==> src/rtl/serial_adder_pkg.sv <==
// Shared types and constants for the bit-serial adder.
// Holds the FSM state encoding and the default operand width.
package serial_adder_pkg;

    localparam int DEFAULT_WIDTH = 8;

    typedef enum logic [1:0] {
        IDLE = 2'd0,
        ADD  = 2'd1,
        DONE = 2'd2
    } state_t;

endpackage

==> src/rtl/fa_cell.sv <==
// Combinational 1-bit full adder.
// This is the only arithmetic in the serial datapath.
module fa_cell (
    input  logic x,
    input  logic y,
    input  logic cin,
    output logic sum,
    output logic cout
);

    assign sum  = x ^ y ^ cin;
    assign cout = (x & y) | (cin & (x ^ y));

endmodule

==> src/rtl/serial_adder.sv <==
// Bit-serial adder: one full-adder cell per clock, LSB first, done after WIDTH edges.
// Define SERIAL_ADDER_SUB_EN to add a 'sub' input that computes a - b.
module serial_adder
    import serial_adder_pkg::*;
#(
    parameter int WIDTH = DEFAULT_WIDTH
) (
    input  logic             clk,
    input  logic             rst_n,
    input  logic             start,
    input  logic [WIDTH-1:0] a,
    input  logic [WIDTH-1:0] b,
    input  logic             cin,
`ifdef SERIAL_ADDER_SUB_EN
    input  logic             sub,
`endif
    output logic             busy,
    output logic             done,
    output logic [WIDTH-1:0] sum,
    output logic             cout,
    output logic             ovf
);

    localparam int              CNT_W    = $clog2(WIDTH) + 1;
    localparam logic [CNT_W-1:0] LAST_BIT = CNT_W'(WIDTH - 1);

    state_t           r_state;
    state_t           w_nextState;
    logic [WIDTH-1:0] r_a;
    logic [WIDTH-1:0] r_b;
    logic [WIDTH-1:0] r_sum;
    logic             r_carry;
    logic             r_cout;
    logic             r_ovf;
    logic [CNT_W-1:0] r_cnt;
    logic [WIDTH-1:0] w_bLoad;
    logic             w_cinLoad;
    logic             w_faSum;
    logic             w_faCout;
    logic             w_lastBit;

`ifdef SERIAL_ADDER_SUB_EN
    // Subtraction is a + ~b + 1, so the incoming carry is forced high.
    assign w_bLoad   = sub ? ~b : b;
    assign w_cinLoad = sub | cin;
`else
    assign w_bLoad   = b;
    assign w_cinLoad = cin;
`endif

    assign w_lastBit = (r_cnt == LAST_BIT);

    fa_cell u_fa (
        .x    (r_a[0]),
        .y    (r_b[0]),
        .cin  (r_carry),
        .sum  (w_faSum),
        .cout (w_faCout)
    );

    always_ff @(posedge clk or negedge rst_n) begin
        if (!rst_n) begin
            r_state <= IDLE;
        end else begin
            r_state <= w_nextState;
        end
    end

    always_comb begin
        w_nextState = r_state;
        case (r_state)
            IDLE:    if (start) w_nextState = ADD;
            ADD:     if (w_lastBit) w_nextState = DONE;
            DONE:    w_nextState = IDLE;
            default: w_nextState = IDLE;
        endcase
    end

    // Operands shift right so the cell always sees bit 0; result bits land in place.
    always_ff @(posedge clk or negedge rst_n) begin
        if (!rst_n) begin
            r_a     <= '0;
            r_b     <= '0;
            r_sum   <= '0;
            r_carry <= 1'b0;
            r_cout  <= 1'b0;
            r_ovf   <= 1'b0;
            r_cnt   <= '0;
        end else begin
            case (r_state)
                IDLE: begin
                    if (start) begin
                        r_a     <= a;
                        r_b     <= w_bLoad;
                        r_carry <= w_cinLoad;
                        r_sum   <= '0;
                        r_cout  <= 1'b0;
                        r_ovf   <= 1'b0;
                        r_cnt   <= '0;
                    end
                end
                ADD: begin
                    r_a     <= r_a >> 1;
                    r_b     <= r_b >> 1;
                    r_carry <= w_faCout;
                    r_sum   <= r_sum | (WIDTH'(w_faSum) << r_cnt);
                    r_cnt   <= r_cnt + CNT_W'(1);
                    if (w_lastBit) begin
                        r_cout <= w_faCout;
                        r_ovf  <= r_carry ^ w_faCout;
                    end
                end
                default: begin
                end
            endcase
        end
    end

    assign busy = (r_state == ADD);
    assign done = (r_state == DONE);
    assign sum  = r_sum;
    assign cout = r_cout;
    assign ovf  = r_ovf;

endmodule
==> config.mk <==
export PLATFORM = sky130hd
export DESIGN_NAME = serial_adder
export DESIGN_NICKNAME = d
export VERILOG_FILES = /design/src/rtl/serial_adder_pkg.sv /design/src/rtl/fa_cell.sv /design/src/rtl/serial_adder.sv
export SDC_FILE = /design/constraint.sdc
export NUM_CORES = 1
export LEC_CHECK = 0
export CORE_MARGIN = 3
export CORE_UTILIZATION = 53
export DETAILED_ROUTE_END_ITERATION = 12
export PLACE_DENSITY = 0.83
export RECOVER_POWER = 50
export SYNTH_ARGS = -nofsm -noshare
export SYNTH_HDL_FRONTEND = slang
export SYNTH_SLANG_ARGS = --single-unit
==> constraint.sdc <==
create_clock -name clk -period 3.3 [get_ports clk]
set_input_delay 0.66 -clock clk [delete_from_list [all_inputs] [get_ports clk]]
set_output_delay 0.66 -clock clk [all_outputs]
set_load 0.02 [all_outputs]
==> results.sh, run 1 <==
export IMPL_status="finished with violations"
export IMPL_violations="capacitance limit, slew limit"
export IMPL_path_class="reg -> out"
export IMPL_critPathCaptureType="primary output"
export IMPL_syn_nets=160
export IMPL_cts_resized=0
export IMPL_yosys_most_used_dff="dfrtp_1"
export IMPL_clock_path_buffers=2
export IMPL_worst_slack_ns=0.570
export IMPL_slowest_stage="clkdlybuf4s50_1"
export IMPL_critPathBufInv=1
export IMPL_drive_above_1_share_pct=5.26
export IMPL_cts_root_buf="clkbuf_4"
export IMPL_total_power_mw=1.69
export IMPL_dr_pass1_iters=4
export IMPL_startpoint_type="flop"
export IMPL_yosysWarnings=0
export IMPL_ir_drop_uv=853
export IMPL_drcViolationCount=0
export IMPL_critical_path_required_ns=2.64
export IMPL_fin_nets=192
export IMPL_coreArea_sq_mm=0.00254
export IMPL_hold_path_class="reg -> reg"
export IMPL_synth_seq_cells=33
export IMPL_wl_met3_um=184
export IMPL_cts_hold_buf=0
export IMPL_clock_power_share_pct=18.8
export IMPL_clk_pin_slew_ns=0.10
export IMPL_min_period_ns=2.73
export IMPL_sw_frac_of_total_pct=37.0
export IMPL_cts_setup_buffers=0
export IMPL_dpl_hpwl_mm=2.08
export IMPL_critPathMaxStageDelay_ns=0.68
export IMPL_routedWlPerCell_um=15.0
export IMPL_vias=1186
export IMPL_p_comb_share_pct=40.0
export IMPL_start_util_pct=57.6
export IMPL_final_common_cell="dfrtp_1"
export IMPL_maxCapViolations=1
export IMPL_p_leak_nw=0.797
export IMPL_numCtsBuffers=5
export IMPL_rows=18
export IMPL_synth_edf_count=0
export IMPL_crit_chain="nor2b_1 > clkdlybuf4s50_1"
export IMPL_p_seq_share_pct=41.2
export IMPL_area_growth_pct=26.6
export IMPL_p_int_mw=1.06
export IMPL_drtIter0Drc=70
export IMPL_setup_viol_count_final=0
export IMPL_grt_pass1_wl_mm=5.25
export IMPL_path_max_fanout=22
export IMPL_grt_overflow=0
export IMPL_die_h_um=58.6
export IMPL_final_cell_mix="dfrtp_1, clkdlybuf4s50_1, nand2_1"
export IMPL_fin_worst_skew_ns=0.0121
export IMPL_fp_dieW_um=58.6
export IMPL_p_sw_uw=625
export IMPL_cts_tree="built"
export IMPL_postRouteAntennaNets=0
export IMPL_postSynthCellCount=138
export IMPL_path_delay_family="buffers and inverters"
export IMPL_pwr_density_cell_mw_per_mm2=910
export IMPL_drv_slew=34
export IMPL_n_antenna_cell=0
export IMPL_ys_seq_area_share_pct=56.3
export IMPL_critPathArrivalTime_ns=2.07
export IMPL_clkLatencyLatePin_ns=0.34
export IMPL_grt_setup_unrepaired="false"
export IMPL_fin_crit_sh_pct=82.7
export IMPL_syn_area_per_cell_sq_um=10.6
export IMPL_synth_top_cell_area_share_pct=56.3
export IMPL_maxSlewHeadroom_pct=-13.2
export IMPL_vias_per_cell=5.90
export IMPL_track_usage_pct=20.6
export IMPL_cts_htree_levels=2
export IMPL_met2WireLength_mm=1.55
export IMPL_synth_area_top_cells="dfrtp_1, a22oi_1, nand2_1"
export IMPL_setup_tns_ns=0
export IMPL_synth_top_area_cell="dfrtp_1"
export IMPL_cts_num_sinks=33
export IMPL_ys_async_sr_fraction_pct=100
export IMPL_grt_max_degree=34
export IMPL_top_layer_used="met4"
export IMPL_place_gp_congestion=0.765
export IMPL_tightest_slew_ns=1.70
export IMPL_final_hold_violation_count=0
export IMPL_place_ws_ns=0.930
export IMPL_antenna_found_initial=0
export IMPL_synth_area_sq_mm=0.00147
export IMPL_portBuffers=31
export IMPL_fmax_mhz=366
export IMPL_netlist_cell_type_count=28
export IMPL_grt_pass1_vias=1159
export IMPL_ios=32
export IMPL_routed_wl_mm=3.01
export IMPL_die_area_sq_mm=0.00343
export IMPL_met1_length_mm=1.23
==> area by class of cell <==
type,instances,area (sq um)
multi-input combinational,92,568
inverter,5,18.8
tap,30,37.5
timing repair buffer,33,322
sequential,33,826
fill,195,688
clock inverter,1,30.0
clock buffer,7,55.1
==> metrics by stage <==
stage | hold slack, ns | util, % | cell area (sq um) | instances
floorplan | 0.364 | - | 1470 | 138
global placement | 0.461 | 70.1 | 1780 | 193
detailed placement | 0.471 | 70.1 | 1780 | 193
CTS | 0.494 | 73.5 | 1870 | 201
global route | 0.523 | 73.0 | 1860 | 201
finish | 0.492 | 73.0 | 1860 | 201
==> cell families after synthesis <==
group | synth area share, %
AO/OA/AOI/OAI | 20.6
XOR/XNOR | 0.597
adder cells (fa/ha/maj) | 2.22
buffers and inverters | 4.35
flip-flops | 56.3
multiplexers | 2.82
AND/OR/NAND/NOR | 13.1
==> sequential cells by signal (all words and copies together) (netlist names) <==
signal   count
r_cnt        4
sum          8
r_state      2
ovf          1
r_b          8
cout         1
r_carry      1
r_a          8
==> worst reg2reg max path: stages (launching register included) <==
cell,delay [ns]
dfrtp_1,0.37
buf_4,0.20
o21bai_1,1.05
a22o_1,0.29
==> power groups by stage <==
stage / Clock, mW / Sequential, mW / Combinational [mW]
detailed placement: 0 / 0.705 / 0.687
floorplan: 0 / 0.740 / 0.397
global placement: 0 / 0.694 / 0.664
global route: 0.341 / 0.725 / 0.750
CTS: 0.325 / 0.698 / 0.690
finish: 0.317 / 0.696 / 0.676
==> synthesized netlist by cell type (2+ instances only) <==
| library cell | n |
|---|---|
| a22o_1 | 2 |
| a22oi_1 | 15 |
| a32o_1 | 4 |
| and2b_1 | 2 |
| buf_2 | 6 |
| dfrtp_1 | 33 |
| inv_1 | 5 |
| mux2i_1 | 3 |
| nand2_1 | 26 |
| nor2_1 | 6 |
| o21ai_0 | 16 |
| o31ai_1 | 4 |
==> layer usage <==
metal  global-route usage [%]  up-vias
met5                        0        -
met2                     34.6       44
met4                     8.41        0
li1                         -      561
met1                     24.3      576
met3                     6.80        5
==> final timing paths <==
path / startpoint / end / slack, ns / cells after the start
max reg2reg: r_state[0] / r_cnt[2] / 1.33 / 3
min: r_a[2] / r_a[2] / 0.49 / 2
min reg2reg: r_a[2] / r_a[2] / 0.49 / 2
min in group asynchronous: rst_n / ovf / 1.28 / 2
max: r_state[1] / busy / 0.57 / 2
max in group asynchronous: rst_n / sum[2] / 1.02 / 2
Power figures use the tool's default switching activity.
==> run 2, diff against run 1 <==
--- a/config.mk
+++ b/config.mk
@@ -6,9 +6,9 @@
 export NUM_CORES = 1
 export LEC_CHECK = 0
 export CORE_MARGIN = 3
-export CORE_UTILIZATION = 53
+export CORE_UTILIZATION = 44
 export DETAILED_ROUTE_END_ITERATION = 12
-export PLACE_DENSITY = 0.83
+export PLACE_DENSITY = 0.74
 export RECOVER_POWER = 50
 export SYNTH_ARGS = -nofsm -noshare
 export SYNTH_HDL_FRONTEND = slang
==> constraint.sdc (replaced) <==
create_clock -name clk -period 2.5 [get_ports clk]
set_input_delay 0.5 -clock clk [delete_from_list [all_inputs] [get_ports clk]]
set_output_delay 0.5 -clock clk [all_outputs]
set_load 0.02 [all_outputs]
==> results.sh, run 2 (synthesis gave the netlist of run 1 again) <==
export IMPL_cts_hold_buf=0
export IMPL_vias_per_cell=5.47
export IMPL_slowest_stage="clkdlybuf4s50_1"
export IMPL_r2r_cells=4
export IMPL_ir_drop_uv=449
export IMPL_die_h_um=63.7
export IMPL_cts_htree_levels=2
export IMPL_routed_wl_mm=3.15
export IMPL_fin_worst_skew_ns=0.00978
export IMPL_die_area_sq_mm=0.00406
export IMPL_drive_above_1_share_pct=7.47
export IMPL_p_sw_uw=828
export IMPL_drv_slew=0
export IMPL_grt_max_degree=34
export IMPL_cts_num_sinks=33
export IMPL_critPathMaxStageDelay_ns=0.60
export IMPL_coreArea_sq_mm=0.00313
export IMPL_grt_pass1_vias=1218
export IMPL_tightest_slew_ns=0.806
export IMPL_cts_tree="built"
export IMPL_startpoint_type="flop"
export IMPL_status="completed"
export IMPL_path_max_fanout=10
export IMPL_portBuffers=31
export IMPL_final_hold_violation_count=0
export IMPL_routedWlPerCell_um=14.4
export IMPL_final_cell_mix="dfrtp_1, clkdlybuf4s50_1, nand2_1"
export IMPL_worst_slack_ns=0.205
export IMPL_fp_dieW_um=63.7
export IMPL_final_common_cell="dfrtp_1"
export IMPL_vias=1192
export IMPL_fin_nets=195
export IMPL_critPathArrivalTime_ns=1.80
export IMPL_critPathCaptureType="primary output"
export IMPL_cts_resized=0
export IMPL_track_usage_pct=17.8
export IMPL_place_gp_congestion=0.775
export IMPL_p_int_mw=1.34
export IMPL_cts_setup_buffers=0
export IMPL_area_growth_pct=28.2
export IMPL_cts_root_buf="clkbuf_4"
export IMPL_numCtsBuffers=5
export IMPL_critical_path_required_ns=2.00
export IMPL_sw_frac_of_total_pct=38.1
export IMPL_clkLatencyLatePin_ns=0.33
export IMPL_maxSlewHeadroom_pct=46.3
export IMPL_rows=20
export IMPL_grt_pass1_wl_mm=5.53
export IMPL_p_leak_nw=0.807
export IMPL_setup_viol_count_final=0
export IMPL_setup_tns_ns=0
export IMPL_grt_setup_unrepaired="false"
export IMPL_start_util_pct=46.9
export IMPL_hold_path_class="reg -> reg"
export IMPL_path_class="reg -> out"
export IMPL_grt_overflow=0
export IMPL_ios=32
export IMPL_postRouteAntennaNets=0
export IMPL_dpl_hpwl_mm=2.25
export IMPL_pwr_density_cell_mw_per_mm2=1150
export IMPL_clock_path_buffers=2
export IMPL_crit_chain="nor2b_1 > buf_4 > clkdlybuf4s50_1"
export IMPL_clock_power_share_pct=15.5
export IMPL_n_antenna_cell=0
export IMPL_dr_pass1_iters=4
export IMPL_min_period_ns=2.30
export IMPL_maxCapViolations=0
export IMPL_p_comb_share_pct=41.5
export IMPL_fin_crit_sh_pct=91.8
export IMPL_drtIter0Drc=59
export IMPL_antenna_found_initial=0
export IMPL_fillers=275
export IMPL_clk_pin_slew_ns=0.10
export IMPL_drcViolationCount=0
export IMPL_place_ws_ns=0.435
export IMPL_fmax_mhz=436
export IMPL_p_seq_share_pct=43.0
export IMPL_min_path_cells=2
==> run 2: cell count changes in the layout (fill, tap and decap cells not counted) <==
cell | previous run | this run
buf_4 | 1 | 3
bufinv_16 | 1 | 0
clkbuf_1 | 2 | 1
clkbuf_2 | 0 | 1
clkbuf_8 | 1 | 2
clkdlybuf4s50_1 | 29 | 30
clkinv_2 | 0 | 1
dlygate4sd3_1 | 2 | 1
o21ai_0 | 17 | 16
o21ai_1 | 0 | 1
==> run 2: cell type report <==
class | instances | area, sq um | share of cell area [%]
flip-flops and latches | 33 | 826 | 43.9
multi-input cells | 92 | 568 | 30.2
repair buffers | 36 | 342 | 18.2
clock buffers | 7 | 65.1 | 3.46
well taps | 44 | 55.1 | 2.93
inverters | 5 | 18.8 | 0.999
clock inverters | 1 | 5.00 | 0.266
==> run 2: stage by stage <==
| stage | total power [mW] | instance area (sq um) | cells | hold WS [ns] | util [%] |
|---|---|---|---|---|---|
| 2_1_floorplan | 1.50 | 1470 | 138 | 0.204 | - |
| 3_5_place_dp | 1.86 | 1820 | 210 | 0.475 | 58.3 |
| 3_3_place_gp | 1.82 | 1820 | 210 | 0.461 | 58.3 |
| 6_report | 2.17 | 1880 | 218 | 0.495 | 60.1 |
| 5_1_grt | 2.35 | 1880 | 218 | 0.527 | 60.1 |
| 4_1_cts | 2.20 | 1890 | 218 | 0.497 | 60.6 |
==> run 2: power groups by stage <==
| stage | registers, mW | clock network [mW] | logic, mW |
|---|---|---|---|
| 6_report | 0.933 | 0.336 | 0.900 |
| 5_1_grt | 0.968 | 0.371 | 1.01 |
| 4_1_cts | 0.932 | 0.348 | 0.924 |
| 3_5_place_dp | 0.942 | 0 | 0.922 |
| 3_3_place_gp | 0.929 | 0 | 0.886 |
| 2_1_floorplan | 0.976 | 0 | 0.524 |
==> run 2: per-layer routing <==
metal	wire [um]	track usage, %
met1	1380	21.4
met2	1530	29.6
met3	157	4.75
met4	74	8.36
met5	0	0
==> run 2: worst paths after layout <==
kind	slack (ns)	from	to
max in group asynchronous	1.21	rst_n	r_cnt[2]
min in group asynchronous	0.77	rst_n	r_a[0]
max reg2reg	0.59	r_state[0]	r_b[0]
min	0.50	r_a[2]	r_a[2]
max	0.20	r_state[0]	busy
min reg2reg	0.50	r_a[2]	r_a[2]
==> run 2: worst max-delay path: cells and delay by family (launching register included) <==
family	cells	cell delay (ns)
buffers and inverters	2	0.75
flip-flops	1	0.54
AND/OR/NAND/NOR	1	0.18
==> run 3, diff against run 2 <==
--- a/config.mk
+++ b/config.mk
@@ -10,6 +10,7 @@
 export DETAILED_ROUTE_END_ITERATION = 12
 export PLACE_DENSITY = 0.74
 export RECOVER_POWER = 50
+export SLEW_MARGIN = 40
 export SYNTH_ARGS = -nofsm -noshare
 export SYNTH_HDL_FRONTEND = slang
 export SYNTH_SLANG_ARGS = --single-unit
==> results of run 3 <==
The final DEF is identical to that of run 2; final timing and power are the same.
